<file path="src/rtl/hex_probe_pager_if.sv">
// rtl/hex_probe_pager_if.sv - probe bus, paging controls and display outputs of hex_probe_pager
interface hex_probe_pager_if #(
  parameter int NUM_CH     = 4,
  parameter int CH_WIDTH   = 16,
  parameter int NUM_DIGITS = 8
);
  localparam int PW = (NUM_CH > 1) ? $clog2(NUM_CH) : 1;

  logic [NUM_CH*CH_WIDTH-1:0] ch_data;
  logic                       step;
  logic                       freeze;
  logic                       auto_en;
  logic                       sel_load;
  logic [PW-1:0]              sel_page;
  logic [NUM_DIGITS*7-1:0]    seg;
  logic [PW-1:0]              page;
  logic                       frozen;
  logic                       tick;

  modport master (
    output ch_data, step, freeze, auto_en, sel_load, sel_page,
    input  seg, page, frozen, tick
  );

  modport slave (
    input  ch_data, step, freeze, auto_en, sel_load, sel_page,
    output seg, page, frozen, tick
  );
endinterface

</file>
<file path="src/rtl/hex_probe_pager.sv">
// rtl/hex_probe_pager.sv - pages NUM_CH probe channels onto an active-low seven-segment bank
module hex_probe_pager #(
  parameter int NUM_CH      = 4,
  parameter int CH_WIDTH    = 16,
  parameter int NUM_DIGITS  = 8,
  parameter int AUTO_PERIOD = 50000000,
  parameter int SUPPRESS_LZ = 0
) (
  input  logic              i_clk,
  input  logic              i_reset,
  hex_probe_pager_if.slave  io_pg
);
  localparam int PW   = (NUM_CH > 1) ? $clog2(NUM_CH) : 1;
  localparam int NIB  = (CH_WIDTH + 3) / 4;
  localparam int NIBW = NIB * 4;
  localparam int TW   = $clog2(AUTO_PERIOD);
  localparam logic [TW-1:0] TLAST = TW'(AUTO_PERIOD - 1);
  localparam logic [PW-1:0] PLAST = PW'(NUM_CH - 1);

  logic                       r_step_prev;
  logic                       r_freeze_prev;
  logic                       r_frozen;
  logic                       r_tick;
  logic [TW-1:0]              r_timer;
  logic [PW-1:0]              r_page;
  logic [NUM_CH*CH_WIDTH-1:0] r_snap;
  logic [NUM_CH*CH_WIDTH-1:0] r_ch;
  logic [NUM_DIGITS*7-1:0]    r_seg;

  logic                       w_step_rise;
  logic                       w_freeze_rise;
  logic                       w_auto_adv;
  logic [PW-1:0]              w_page_inc;
  logic [PW-1:0]              w_sel_page;
  logic [CH_WIDTH-1:0]        w_src;
  logic [NIBW-1:0]            w_src_pad;
  logic                       w_upper_zero;
  logic [NUM_DIGITS*7-1:0]    w_seg;

  function automatic logic [6:0] hex7(input logic [3:0] n);
    case (n)
      4'h0: hex7 = 7'h40;
      4'h1: hex7 = 7'h79;
      4'h2: hex7 = 7'h24;
      4'h3: hex7 = 7'h30;
      4'h4: hex7 = 7'h19;
      4'h5: hex7 = 7'h12;
      4'h6: hex7 = 7'h02;
      4'h7: hex7 = 7'h78;
      4'h8: hex7 = 7'h00;
      4'h9: hex7 = 7'h10;
      4'ha: hex7 = 7'h08;
      4'hb: hex7 = 7'h03;
      4'hc: hex7 = 7'h46;
      4'hd: hex7 = 7'h21;
      4'he: hex7 = 7'h06;
      default: hex7 = 7'h0e;
    endcase
  endfunction

  assign w_step_rise   = io_pg.step & ~r_step_prev;
  assign w_freeze_rise = io_pg.freeze & ~r_freeze_prev;
  assign w_auto_adv    = io_pg.auto_en && (r_timer == TLAST);
  assign w_page_inc    = (r_page == PLAST) ? '0 : r_page + PW'(1);
  assign w_sel_page    = (32'(io_pg.sel_page) >= NUM_CH) ? PLAST : io_pg.sel_page;

  // Source selection uses the registered page, so seg trails a page change by one cycle.
  always_comb begin
    w_src = '0;
    for (int k = 0; k < NUM_CH; k++) begin
      if (r_page == PW'(k)) begin
        w_src = r_frozen ? r_snap[k*CH_WIDTH +: CH_WIDTH] : r_ch[k*CH_WIDTH +: CH_WIDTH];
      end
    end
  end

  assign w_src_pad = NIBW'(w_src);

  // Walk from the top nibble down so w_upper_zero covers every nibble at or above d.
  always_comb begin
    w_seg        = '1;
    w_upper_zero = 1'b1;
    for (int d = NIB - 1; d >= 0; d--) begin
      w_upper_zero = w_upper_zero & (w_src_pad[d*4 +: 4] == 4'h0);
      if (d < NUM_DIGITS) begin
        if ((SUPPRESS_LZ != 0) && (d > 0) && w_upper_zero) begin
          w_seg[d*7 +: 7] = 7'h7f;
        end else begin
          w_seg[d*7 +: 7] = hex7(w_src_pad[d*4 +: 4]);
        end
      end
    end
  end

  // Probe pipeline stage; free-running so live data is valid as soon as reset drops.
  always_ff @(posedge i_clk) begin
    r_ch <= io_pg.ch_data;
  end

  always_ff @(posedge i_clk) begin
    if (i_reset) begin
      r_step_prev   <= 1'b0;
      r_freeze_prev <= 1'b0;
      r_frozen      <= 1'b0;
      r_tick        <= 1'b0;
      r_timer       <= '0;
      r_page        <= '0;
      r_snap        <= '0;
      r_seg         <= '1;
    end else begin
      r_step_prev   <= io_pg.step;
      r_freeze_prev <= io_pg.freeze;
      r_tick        <= w_auto_adv;
      r_seg         <= w_seg;

      if (!io_pg.auto_en || io_pg.sel_load || w_step_rise || w_auto_adv) begin
        r_timer <= '0;
      end else begin
        r_timer <= r_timer + TW'(1);
      end

      if (io_pg.sel_load) begin
        r_page <= w_sel_page;
      end else if (w_step_rise || w_auto_adv) begin
        r_page <= w_page_inc;
      end

      if (w_freeze_rise) begin
        if (!r_frozen) begin
          r_snap   <= io_pg.ch_data;
          r_frozen <= 1'b1;
        end else begin
          r_frozen <= 1'b0;
        end
      end
    end
  end

  assign io_pg.seg    = r_seg;
  assign io_pg.page   = r_page;
  assign io_pg.frozen = r_frozen;
  assign io_pg.tick   = r_tick;
endmodule

</file>
<file path="src/flat_wrapper.sv">
// flat-port wrapper written by rule: the top's interface ports become plain ports
module hex_probe_pager_flat 
#(
  parameter int NUM_CH      = 4,
  parameter int CH_WIDTH    = 16,
  parameter int NUM_DIGITS  = 8,
  parameter int AUTO_PERIOD = 50000000,
  parameter int SUPPRESS_LZ = 0
)
  (i_clk, i_reset, io_pg_ch_data, io_pg_step, io_pg_freeze, io_pg_auto_en, io_pg_sel_load, io_pg_sel_page, io_pg_seg, io_pg_page, io_pg_frozen, io_pg_tick);
  hex_probe_pager_if #(.NUM_CH(NUM_CH), .CH_WIDTH(CH_WIDTH), .NUM_DIGITS(NUM_DIGITS)) io_pg_i ();
  input  logic i_clk;
  input  logic i_reset;
  input wire logic [$bits(io_pg_i.ch_data)-1:0] io_pg_ch_data;
  input wire logic [$bits(io_pg_i.step)-1:0] io_pg_step;
  input wire logic [$bits(io_pg_i.freeze)-1:0] io_pg_freeze;
  input wire logic [$bits(io_pg_i.auto_en)-1:0] io_pg_auto_en;
  input wire logic [$bits(io_pg_i.sel_load)-1:0] io_pg_sel_load;
  input wire logic [$bits(io_pg_i.sel_page)-1:0] io_pg_sel_page;
  output wire logic [$bits(io_pg_i.seg)-1:0] io_pg_seg;
  output wire logic [$bits(io_pg_i.page)-1:0] io_pg_page;
  output wire logic [$bits(io_pg_i.frozen)-1:0] io_pg_frozen;
  output wire logic [$bits(io_pg_i.tick)-1:0] io_pg_tick;
  assign io_pg_i.ch_data = io_pg_ch_data;
  assign io_pg_i.step = io_pg_step;
  assign io_pg_i.freeze = io_pg_freeze;
  assign io_pg_i.auto_en = io_pg_auto_en;
  assign io_pg_i.sel_load = io_pg_sel_load;
  assign io_pg_i.sel_page = io_pg_sel_page;
  assign io_pg_seg = io_pg_i.seg;
  assign io_pg_page = io_pg_i.page;
  assign io_pg_frozen = io_pg_i.frozen;
  assign io_pg_tick = io_pg_i.tick;
  hex_probe_pager #(.NUM_CH(NUM_CH), .CH_WIDTH(CH_WIDTH), .NUM_DIGITS(NUM_DIGITS), .AUTO_PERIOD(AUTO_PERIOD), .SUPPRESS_LZ(SUPPRESS_LZ)) u_core (.i_clk(i_clk), .i_reset(i_reset), .io_pg(io_pg_i));
endmodule
</file>
<file path="config.mk">
export PLATFORM = sky130hd
export DESIGN_NAME = hex_probe_pager_flat
export DESIGN_NICKNAME = d
export VERILOG_FILES = /design/src/rtl/hex_probe_pager_if.sv /design/src/rtl/hex_probe_pager.sv /design/src/flat_wrapper.sv
export SDC_FILE = /design/constraint.sdc
export NUM_CORES = 1
export LEC_CHECK = 0
export ABC_AREA = 1
export CORE_ASPECT_RATIO = 1.1
export CORE_MARGIN = 2
export CORE_UTILIZATION = 58
export DETAILED_ROUTE_END_ITERATION = 10
export PLACE_DENSITY = 0.88
export SYNTH_ARGS = -nofsm -noshare
export SYNTH_HDL_FRONTEND = slang
export SYNTH_SLANG_ARGS = --single-unit
</file>
<file path="constraint.sdc">
create_clock -name i_clk -period 5.3 [get_ports i_clk]
set_input_delay 1.325 -clock i_clk [delete_from_list [all_inputs] [get_ports i_clk]]
set_output_delay 1.325 -clock i_clk [all_outputs]
set_load 0.01 [all_outputs]
</file>
==> results of run 1 <==
-- cell families after synthesis --
family                   count (synthesis)  share of synthesized area (%)
adder cells (fa/ha/maj)                 29                           4.30
buffers and inverters                  230                           12.6
flip-flops                             188                           44.5
AND/OR/NAND/NOR                        465                           24.0
other                                    1                         0.0444
AO/OA/AOI/OAI                          196                           12.0
XOR/XNOR                                24                           2.49
-- per-layer routing --
metal	vias to the layer above	routed length [µm]	global-route usage, %
li1	3654	-	-
met1	3243	7770	29.7
met2	279	9380	42.8
met3	57	1290	5.30
met4	0	647	12.2
met5	-	0	0
-- cells in the final DEF (no fill, tap or decap), types with 2 or more instances in the layout --
cell type,count
ha_1,29
nand2_4,5
nand4_1,6
nor3_1,8
o21ai_0,88
dfxtp_1,187
bufinv_16,2
a21oi_2,8
buf_4,5
a21oi_1,93
conb_1,28
nor2_1,76
nor2_2,5
clkbuf_16,17
inv_6,7
inv_8,3
inv_1,139
nor2_4,2
nand2_1,254
xor2_1,13
xnor2_1,11
nand3_2,2
nor4_1,3
clkdlybuf4s50_1,103
nand2_2,11
o21ai_1,6
inv_2,13
nand3_1,89
-- power groups by stage --
stage	sequential (mW)	combinational, mW	clock, mW
final	1.57	0.767	1.30
after global placement	1.60	0.739	0
after global routing	1.58	0.859	1.37
after CTS	1.57	0.763	1.30
after detailed placement	1.60	0.752	0
after floorplan	1.62	0.489	0
-- final cells by class --
cell class                 instances  area, µm²  share of cell area (%)
inverter                         153        577                    5.78
sequential                       188       3760                    37.7
tap                              192        240                    2.41
clock inverter                    14        169                    1.69
clock buffer                      18        429                    4.30
multi-input combinational        742       3720                    37.3
timing repair buffer             108       1070                    10.7
-- Yosys cell counts, types with 12 or more instances --
master,number,share of area [%]
xor2_1,13,1.3
ha_1,29,4.3
clkbuf_1,17,0.76
inv_2,12,0.53
dfxtp_1,188,45
nor2_1,76,3.4
buf_4,34,3.0
o21ai_0,88,5.2
nand2_1,255,11
a21oi_1,93,5.5
buf_2,18,1.1
inv_1,140,6.2
nand3_1,89,5.3
-- through the flow --
stage,setup slack [ns],utilization [%],cells
6_report,1.96,69.6,1415
5_1_grt,1.89,69.6,1415
4_1_cts,1.97,69.6,1415
3_5_place_dp,1.80,65.4,1383
3_3_place_gp,1.91,65.4,1383
2_1_floorplan,2.97,-,1160
-- worst max-delay path by stage --
stage / end / slack [ns] / depth (start not counted)
after floorplan: u_core.r_snap[54] / 2.97 / 7
after detailed placement: u_core.r_snap[24] / 1.80 / 6
after CTS: io_pg_frozen / 1.97 / 1
after global placement: u_core.r_snap[52] / 1.91 / 7
final: io_pg_frozen / 1.96 / 1
after global routing: io_pg_frozen / 1.89 / 1
-- registers in the layout, summed over array words and instances (netlist names) --
register and count:
u_core.io_pg.tick 1, u_core.r_timer 26, u_core.io_pg.frozen 1, u_core.io_pg.page 2, u_core.io_pg.seg 28, u_core.r_freeze_prev 1
u_core.r_step_prev 1, u_core.r_snap 64, u_core.r_ch 64
==> flow_metrics.env, run 1 <==
export IMPL_peakVddDrop_mv=0.238
export IMPL_ant_nets=0
export IMPL_dieArea_mm2=0.0155
export IMPL_slew_headroom_pct=28.9
export IMPL_dpl_cell_area_mm2=0.00938
export IMPL_grt_usage_pct=24.8
export IMPL_setup_viol=0
export IMPL_seq_power_share_pct=43.2
export IMPL_synth_edf_count=0
export IMPL_hold_path_depth=2
export IMPL_p_clk_share_pct=35.7
export IMPL_critical_path_required_ns=3.97
export IMPL_cts_root_buffer="clkbuf_16"
export IMPL_r2r_cells=13
export IMPL_hold_start="u_core.r_snap[25]"
export IMPL_hold_path_class="register to register"
export IMPL_end_kind="output port"
export IMPL_finalCritPeriodShare_pct=63.0
export IMPL_maxCapViolCount=0
export IMPL_grt_max_degree=119
export IMPL_hold_viol=0
export IMPL_worstSetupPathType="register to output port"
export IMPL_start_util_pct=58.9
export IMPL_drt_wl_total_um=19100
export IMPL_cp_slowest_stage_delay_ns=0.89
export IMPL_ys_ff_latch=188
export IMPL_num_nets_final=1311
export IMPL_power_switching_share_pct=29.8
export IMPL_r2r_slack_ns=2.25
export IMPL_ios=132
export IMPL_combPwrFrac_pct=21.1
export IMPL_design_area_mm2=0.00997
export IMPL_final_setup_tns_ns=0
export IMPL_cp_startpoint="u_core.io_pg.frozen"
export IMPL_ys_types=33
export IMPL_antennaDiodeCount=0
export IMPL_ys_flop_type="dfxtp_1"
export IMPL_crit_chain="clkdlybuf4s50_1"
export IMPL_rows=46
export IMPL_clock_fmax_mhz=300
export IMPL_drtIter0Drc=572
export IMPL_switchingPower_mw=1.08
export IMPL_power_density_mw_per_mm2=364
export IMPL_syn_mean_instance_area_um2=7.46
export IMPL_dr_pass1_iters=6
export IMPL_worst_path_buf_inv=1
export IMPL_ctsResizeCount=0
export IMPL_slowest_stage="dfxtp_2"
export IMPL_rsz0062_at_grt="no"
export IMPL_cts_setup_buffers=0
export IMPL_grt_pass1_wl_um=30700
export IMPL_chipWidth_um=119
export IMPL_critPathTopFamily="flip-flops"
export IMPL_vias=7233
export IMPL_tritoncts="done"
export IMPL_r2r_start="u_core.io_pg.frozen"
export IMPL_grt_pass1_vias=6750
export IMPL_min_to="u_core.r_snap[25]"
export IMPL_numClockSinks=188
export IMPL_clock_latency_ns=0.44
export IMPL_fin_crit_ns=3.34
export IMPL_drcViolationCount=0
export IMPL_fp_coreArea_mm2=0.0143
export IMPL_cts_max_level=4
export IMPL_syn_area_mm2=0.00845
export IMPL_cts_made_buffers=17
export IMPL_portBuffers=103
export IMPL_clock_skew_final_ns=0.0122
export IMPL_place_hpwl_um=12900
export IMPL_finalHoldWorstSlack_ns=0.453
export IMPL_cts_max_path_buffers=2
export IMPL_fill_cells=1128
export IMPL_die_h_um=131
export IMPL_cp_arrival_ns=2.01
export IMPL_synthCells=1133
export IMPL_gp_congestion=0.918
export IMPL_yosysSeqAreaShare_pct=44.5
export IMPL_drive_above_1_share_pct=7.11
export IMPL_critical_path_peak_fanout=42
export IMPL_avgRoutedWirePerCell_um=13.5
export IMPL_antenna_found_initial=0
export IMPL_slew_violations=0
export IMPL_status="completed"
export IMPL_synthArstFlopShare_pct=0
export IMPL_cts_hold_buffers=0
export IMPL_r2r_end="u_core.io_pg.seg[3]"
export IMPL_path_clk_slew_ns=0.07
export IMPL_power_mw=3.63
export IMPL_intPower_mw=2.55
export IMPL_worst_slew_pin_slew_ns=1.07
export IMPL_area_delta_synth_final_pct=18.1
export IMPL_grt_overflow=0
export IMPL_start_kind="register"
export IMPL_yosys_warnings=0
export IMPL_leakagePower_nw=4.50
export IMPL_vias_per_cell=5.11
Note: power is estimated with default switching activity, not from simulation.
==> inputs of run 2 (changes only) <==
Settings changed: CORE_UTILIZATION 58 to 54, PLACE_DENSITY 0.88 to 0.83.
Clock period 5.3 ns to 3.3 ns, I/O delays scaled along.
==> run 2 against run 1 <==
First-iteration DRC count rose by 0.17%. Wire length fell by 1.1%. Count of clock-buffer cells in the layout rose by 3. Worst hold slack got worse by 0.0032 ns. Worst setup slack got worse by 1.2 ns. Combinational power rose by 64%. Critical path depth rose by 1. Final cell count rose by 0.49%. Largest power group unchanged. Highest routed layer unchanged.
==> flow_metrics.env, run 2 (same netlist as run 1, synthesis figures left out) <==
export IMPL_final_common_cell="nand2_1"
export IMPL_drtIter0Drc=573
export IMPL_start_util_pct=55.7
export IMPL_peakVddDrop_mv=0.415
export IMPL_power_density_mw_per_mm2=581
export IMPL_slew_headroom_pct=59.5
export IMPL_gp_congestion=0.890
export IMPL_antennaDiodeCount=0
export IMPL_rsz0062_at_grt="no"
export IMPL_maxCapViolCount=0
export IMPL_drt_wl_total_um=18900
export IMPL_combPwrFrac_pct=21.6
export IMPL_worstSetupPathType="register to output port"
export IMPL_cts_made_buffers=17
export IMPL_final_setup_tns_ns=0
export IMPL_tritoncts="done"
export IMPL_ios=132
export IMPL_clock_latency_ns=0.43
export IMPL_ctsResizeCount=0
export IMPL_vias_per_cell=5.01
export IMPL_critical_path_peak_fanout=90
export IMPL_grt_max_degree=91
export IMPL_dieArea_mm2=0.0167
export IMPL_ant_nets=0
export IMPL_clock_skew_final_ns=0.00854
export IMPL_area_delta_synth_final_pct=18.9
export IMPL_worst_slew_pin_slew_ns=0.607
export IMPL_cts_max_level=4
export IMPL_hold_path_class="register to register"
export IMPL_finalCritPeriodShare_pct=77.8
export IMPL_path_clk_slew_ns=0.06
export IMPL_fill_cells=1311
export IMPL_hold_path_depth=2
export IMPL_switchingPower_mw=1.66
export IMPL_mostFrequentLayoutCells="254 x nand2_1, 187 x dfxtp_1, 139 x inv_1, 103 x clkdlybuf4s50_1, 93 x a21oi_1"
export IMPL_grt_usage_pct=23.3
export IMPL_power_switching_share_pct=28.5
export IMPL_fin_crit_ns=2.57
export IMPL_num_nets_final=1314
export IMPL_vias=7129
export IMPL_setup_viol=0
export IMPL_end_kind="output port"
export IMPL_antenna_found_initial=0
export IMPL_die_h_um=135
export IMPL_dr_pass1_iters=7
export IMPL_grt_pass1_vias=6498
export IMPL_chipWidth_um=123
export IMPL_grt_pass1_wl_um=30400
export IMPL_hold_viol=0
export IMPL_slew_violations=0
export IMPL_avgRoutedWirePerCell_um=13.3
export IMPL_place_hpwl_um=13100
export IMPL_cts_setup_buffers=0
export IMPL_grt_overflow=0
export IMPL_status="completed"
export IMPL_portBuffers=103
export IMPL_p_clk_share_pct=35.4
export IMPL_intPower_mw=4.17
export IMPL_seq_power_share_pct=43.0
export IMPL_layout_cells_non_filler=1422
export IMPL_cts_root_buffer="clkbuf_16"
export IMPL_cts_hold_buffers=0
export IMPL_numClockSinks=188
export IMPL_critical_path_required_ns=2.47
export IMPL_leakagePower_nw=4.53
export IMPL_dpl_cell_count=1390
export IMPL_power_mw=5.83
export IMPL_drcViolationCount=0
export IMPL_r2r_cells=13
export IMPL_cts_max_path_buffers=2
export IMPL_cp_arrival_ns=1.74
export IMPL_start_kind="register"
export IMPL_fp_coreArea_mm2=0.0152
export IMPL_rows=47
export IMPL_clock_fmax_mhz=390
export IMPL_drive_above_1_share_pct=7.18
==> run 2: worst paths after layout <==
path	from	to	slack, ns
worst min register to register	u_core.r_snap[29]	u_core.r_snap[29]	0.45
worst max register to register	u_core.io_pg.page[0]	u_core.io_pg.seg[12]	0.77
worst max-delay path	u_core.io_pg.frozen	io_pg_frozen	0.73
worst min-delay path	u_core.r_snap[29]	u_core.r_snap[29]	0.45
==> run 2: cell type report <==
type                    instances  area [µm²]  area share, %
repair buffers                111        1140           11.4
flip-flops and latches        188        3760           37.5
multi-input cells             742        3720           37.1
clock buffers                  21         450           4.48
clock inverters                11         140           1.40
inverters                     153         577           5.74
well taps                     196         245           2.44
==> run 2: worst max-delay path: stages, from the launching register on <==
cell and delay [ns]:
dfxtp_2 0.37, buf_12 0.32, clkdlybuf4s50_1 0.62
==> run 2: power groups by stage <==
stage / Combinational [mW] / Sequential, mW / Clock [mW]
after floorplan: 0.786 / 2.59 / 0
after global routing: 1.41 / 2.53 / 2.17
after global placement: 1.22 / 2.56 / 0
after detailed placement: 1.24 / 2.56 / 0
final: 1.26 / 2.51 / 2.06
after CTS: 1.25 / 2.51 / 2.09
==> run 2: through the flow <==
| step | utilization (%) | cell area [µm²] | hold WS, ns | worst slack (ns) |
|---|---|---|---|---|
| global route | 66.2 | 10000 | 0.471 | 0.497 |
| finish | 66.2 | 10000 | 0.450 | 0.734 |
| global placement | 62.3 | 9450 | 0.437 | 0.874 |
| CTS | 66.2 | 10000 | 0.451 | 0.688 |
| detailed placement | 62.3 | 9450 | 0.441 | 0.824 |
| floorplan | - | 8550 | 0.429 | 1.09 |
==> run 2: routing by layer <==
metal,global-route usage (%),part of all wire (%),vias up
met5,0,0,-
met4,9.34,2.4,0
met3,4.50,6.4,39
met2,39.6,49,253
met1,29.0,42,3177
li1,-,-,3660
==> inputs of run 3 (changes only) <==
Clock period 3.3 ns to 2.6 ns, I/O delays scaled along.
==> run 3 against run 2 <==
Flip-flop and latch count stayed put. Sequential share of layout area shrank 0.10 points. Critical path depth stayed put. Highest routed layer unchanged. Critical path type unchanged.
==> flow_metrics.env, run 3 (same netlist as run 1, synthesis figures left out) <==
export IMPL_status="completed"
export IMPL_hold_viol=0
export IMPL_peakVddDrop_mv=0.525
export IMPL_chipWidth_um=123
export IMPL_vias_per_cell=5.05
export IMPL_numClockSinks=188
export IMPL_cp_startpoint="u_core.io_pg.frozen"
export IMPL_vias=7213
export IMPL_final_common_cell="nand2_1"
export IMPL_clock_latency_ns=0.44
export IMPL_antennaDiodeCount=0
export IMPL_slew_headroom_pct=60.2
export IMPL_rsz0062_at_grt="no"
export IMPL_grt_pass1_vias=6474
export IMPL_avgRoutedWirePerCell_um=13.5
export IMPL_clock_skew_final_ns=0.00882
export IMPL_start_util_pct=55.7
export IMPL_cts_root_buffer="clkbuf_16"
export IMPL_fp_coreArea_mm2=0.0152
export IMPL_antenna_found_initial=0
export IMPL_r2r_start="u_core.io_pg.page[0]"
export IMPL_r2r_cells=14
export IMPL_worstSetupPathType="register to output port"
export IMPL_ant_nets=0
export IMPL_critical_path_required_ns=1.95
export IMPL_drive_above_1_share_pct=7.95
export IMPL_slowest_stage="clkdlybuf4s50_1"
export IMPL_critical_path_peak_fanout=90
export IMPL_r2r_slack_ns=0.22
export IMPL_cts_max_level=4
export IMPL_grt_overflow=0
export IMPL_drcViolationCount=0
export IMPL_cp_slowest_stage_delay_ns=0.62
export IMPL_final_setup_tns_ns=0
export IMPL_worst_slew_pin_slew_ns=0.596
export IMPL_crit_chain="buf_12, clkdlybuf4s50_1"
export IMPL_path_clk_slew_ns=0.07
export IMPL_grt_max_degree=122
export IMPL_grt_usage_pct=23.7
export IMPL_dieArea_mm2=0.0167
export IMPL_finalCritPeriodShare_pct=92.4
export IMPL_hold_start="u_core.r_snap[25]"
export IMPL_power_density_mw_per_mm2=725
export IMPL_ios=132
export IMPL_start_kind="register"
export IMPL_end_kind="output port"
export IMPL_setup_viol=0
export IMPL_fill_cells=1279
export IMPL_rows=47
export IMPL_layout_cells_non_filler=1428
export IMPL_place_hpwl_um=13300
export IMPL_worstSetupEndpoint="io_pg_frozen"
export IMPL_cts_made_buffers=17
export IMPL_cts_max_path_buffers=2
export IMPL_slew_violations=0
export IMPL_dr_pass1_iters=5
export IMPL_leakagePower_nw=4.54
export IMPL_maxCapViolCount=0
export IMPL_portBuffers=103
export IMPL_mostFrequentLayoutCells="254 x nand2_1, 187 x dfxtp_1, 138 x inv_1, 103 x clkdlybuf4s50_1, 93 x a21oi_1"
export IMPL_drtIter0Drc=643
export IMPL_r2r_end="u_core.io_pg.seg[10]"
export IMPL_cp_arrival_ns=1.75
export IMPL_clock_fmax_mhz=416
export IMPL_tritoncts="done"
export IMPL_grt_pass1_wl_um=30800
export IMPL_gp_congestion=0.917
export IMPL_hold_path_class="register to register"
export IMPL_drt_wl_total_um=19200
export IMPL_die_h_um=135
export IMPL_area_delta_synth_final_pct=19.2
export IMPL_num_nets_final=1320
export IMPL_fin_crit_ns=2.40
export IMPL_fin_util_pct=66.4
export IMPL_dpl_cell_count=1392
run 3: cell count changes in the layout (fill, tap and decap cells not counted), sizes merged:
| cell | delta |
|---|---|
| clkinv | -1 |
| inv | +3 |
| buf | +6 |
| bufinv | -2 |
| clkbuf | -3 |
| clkinvlp | +3 |
run 3: worst min path at each step:
stage / to / depth (start not counted)
after floorplan: u_core.r_snap[10] / 2
after global placement: u_core.r_snap[13] / 2
after detailed placement: u_core.r_snap[3] / 2
after CTS: u_core.r_snap[25] / 2
after global routing: u_core.r_snap[11] / 2
final: u_core.r_snap[25] / 2
run 3: routing by layer:
| metal | global-route usage [%] | vias up | part of all wire, % |
|---|---|---|---|
| met2 | 39.7 | 215 | 49 |
| met1 | 30.5 | 3293 | 43 |
| met4 | 8.59 | 0 | 2.2 |
| met5 | 0 | - | 0 |
| met3 | 4.34 | 33 | 5.0 |
| li1 | - | 3672 | - |
run 3: what timing repair did:
item | in CTS | in global routing
hold endpoints to repair | 0 | 0
endpoints found under the setup margin | 0 | 21
resized for setup | 0 | 2
hold buffers | 0 | 0
setup buffers | 0 | 4
run 3: critical path, delay by kind of cell, from the launching register on:
| family | cells | cell delay, ns |
|---|---|---|
| buf+inv | 2 | 0.93 |
| flops | 1 | 0.38 |
run 3: power breakdown:
group	internal [mW]	total (mW)	switching (mW)
clock	1.36	2.50	1.14
sequential	3.12	3.19	0.0693
combinational	0.649	1.61	0.961
run 3: area by class of cell:
cell class	count	area [µm²]	area share (%)
sequential	188	3760	37.4
multi-input combinational	742	3730	37.1
timing repair buffer	117	1170	11.7
inverter	153	581	5.76
clock buffer	18	439	4.36
tap	196	245	2.44
clock inverter	14	135	1.34
run 3: metrics by stage:
stage	hold WS (ns)	setup slack [ns]	instance area (µm²)	power, mW
after CTS	0.453	0.159	10000	7.33
after global placement	0.437	0.238	9460	4.80
after detailed placement	0.442	0.173	9460	4.84
after floorplan	0.429	0.394	8550	4.29
after global routing	0.466	0.0177	10100	7.70
final	0.451	0.199	10100	7.30
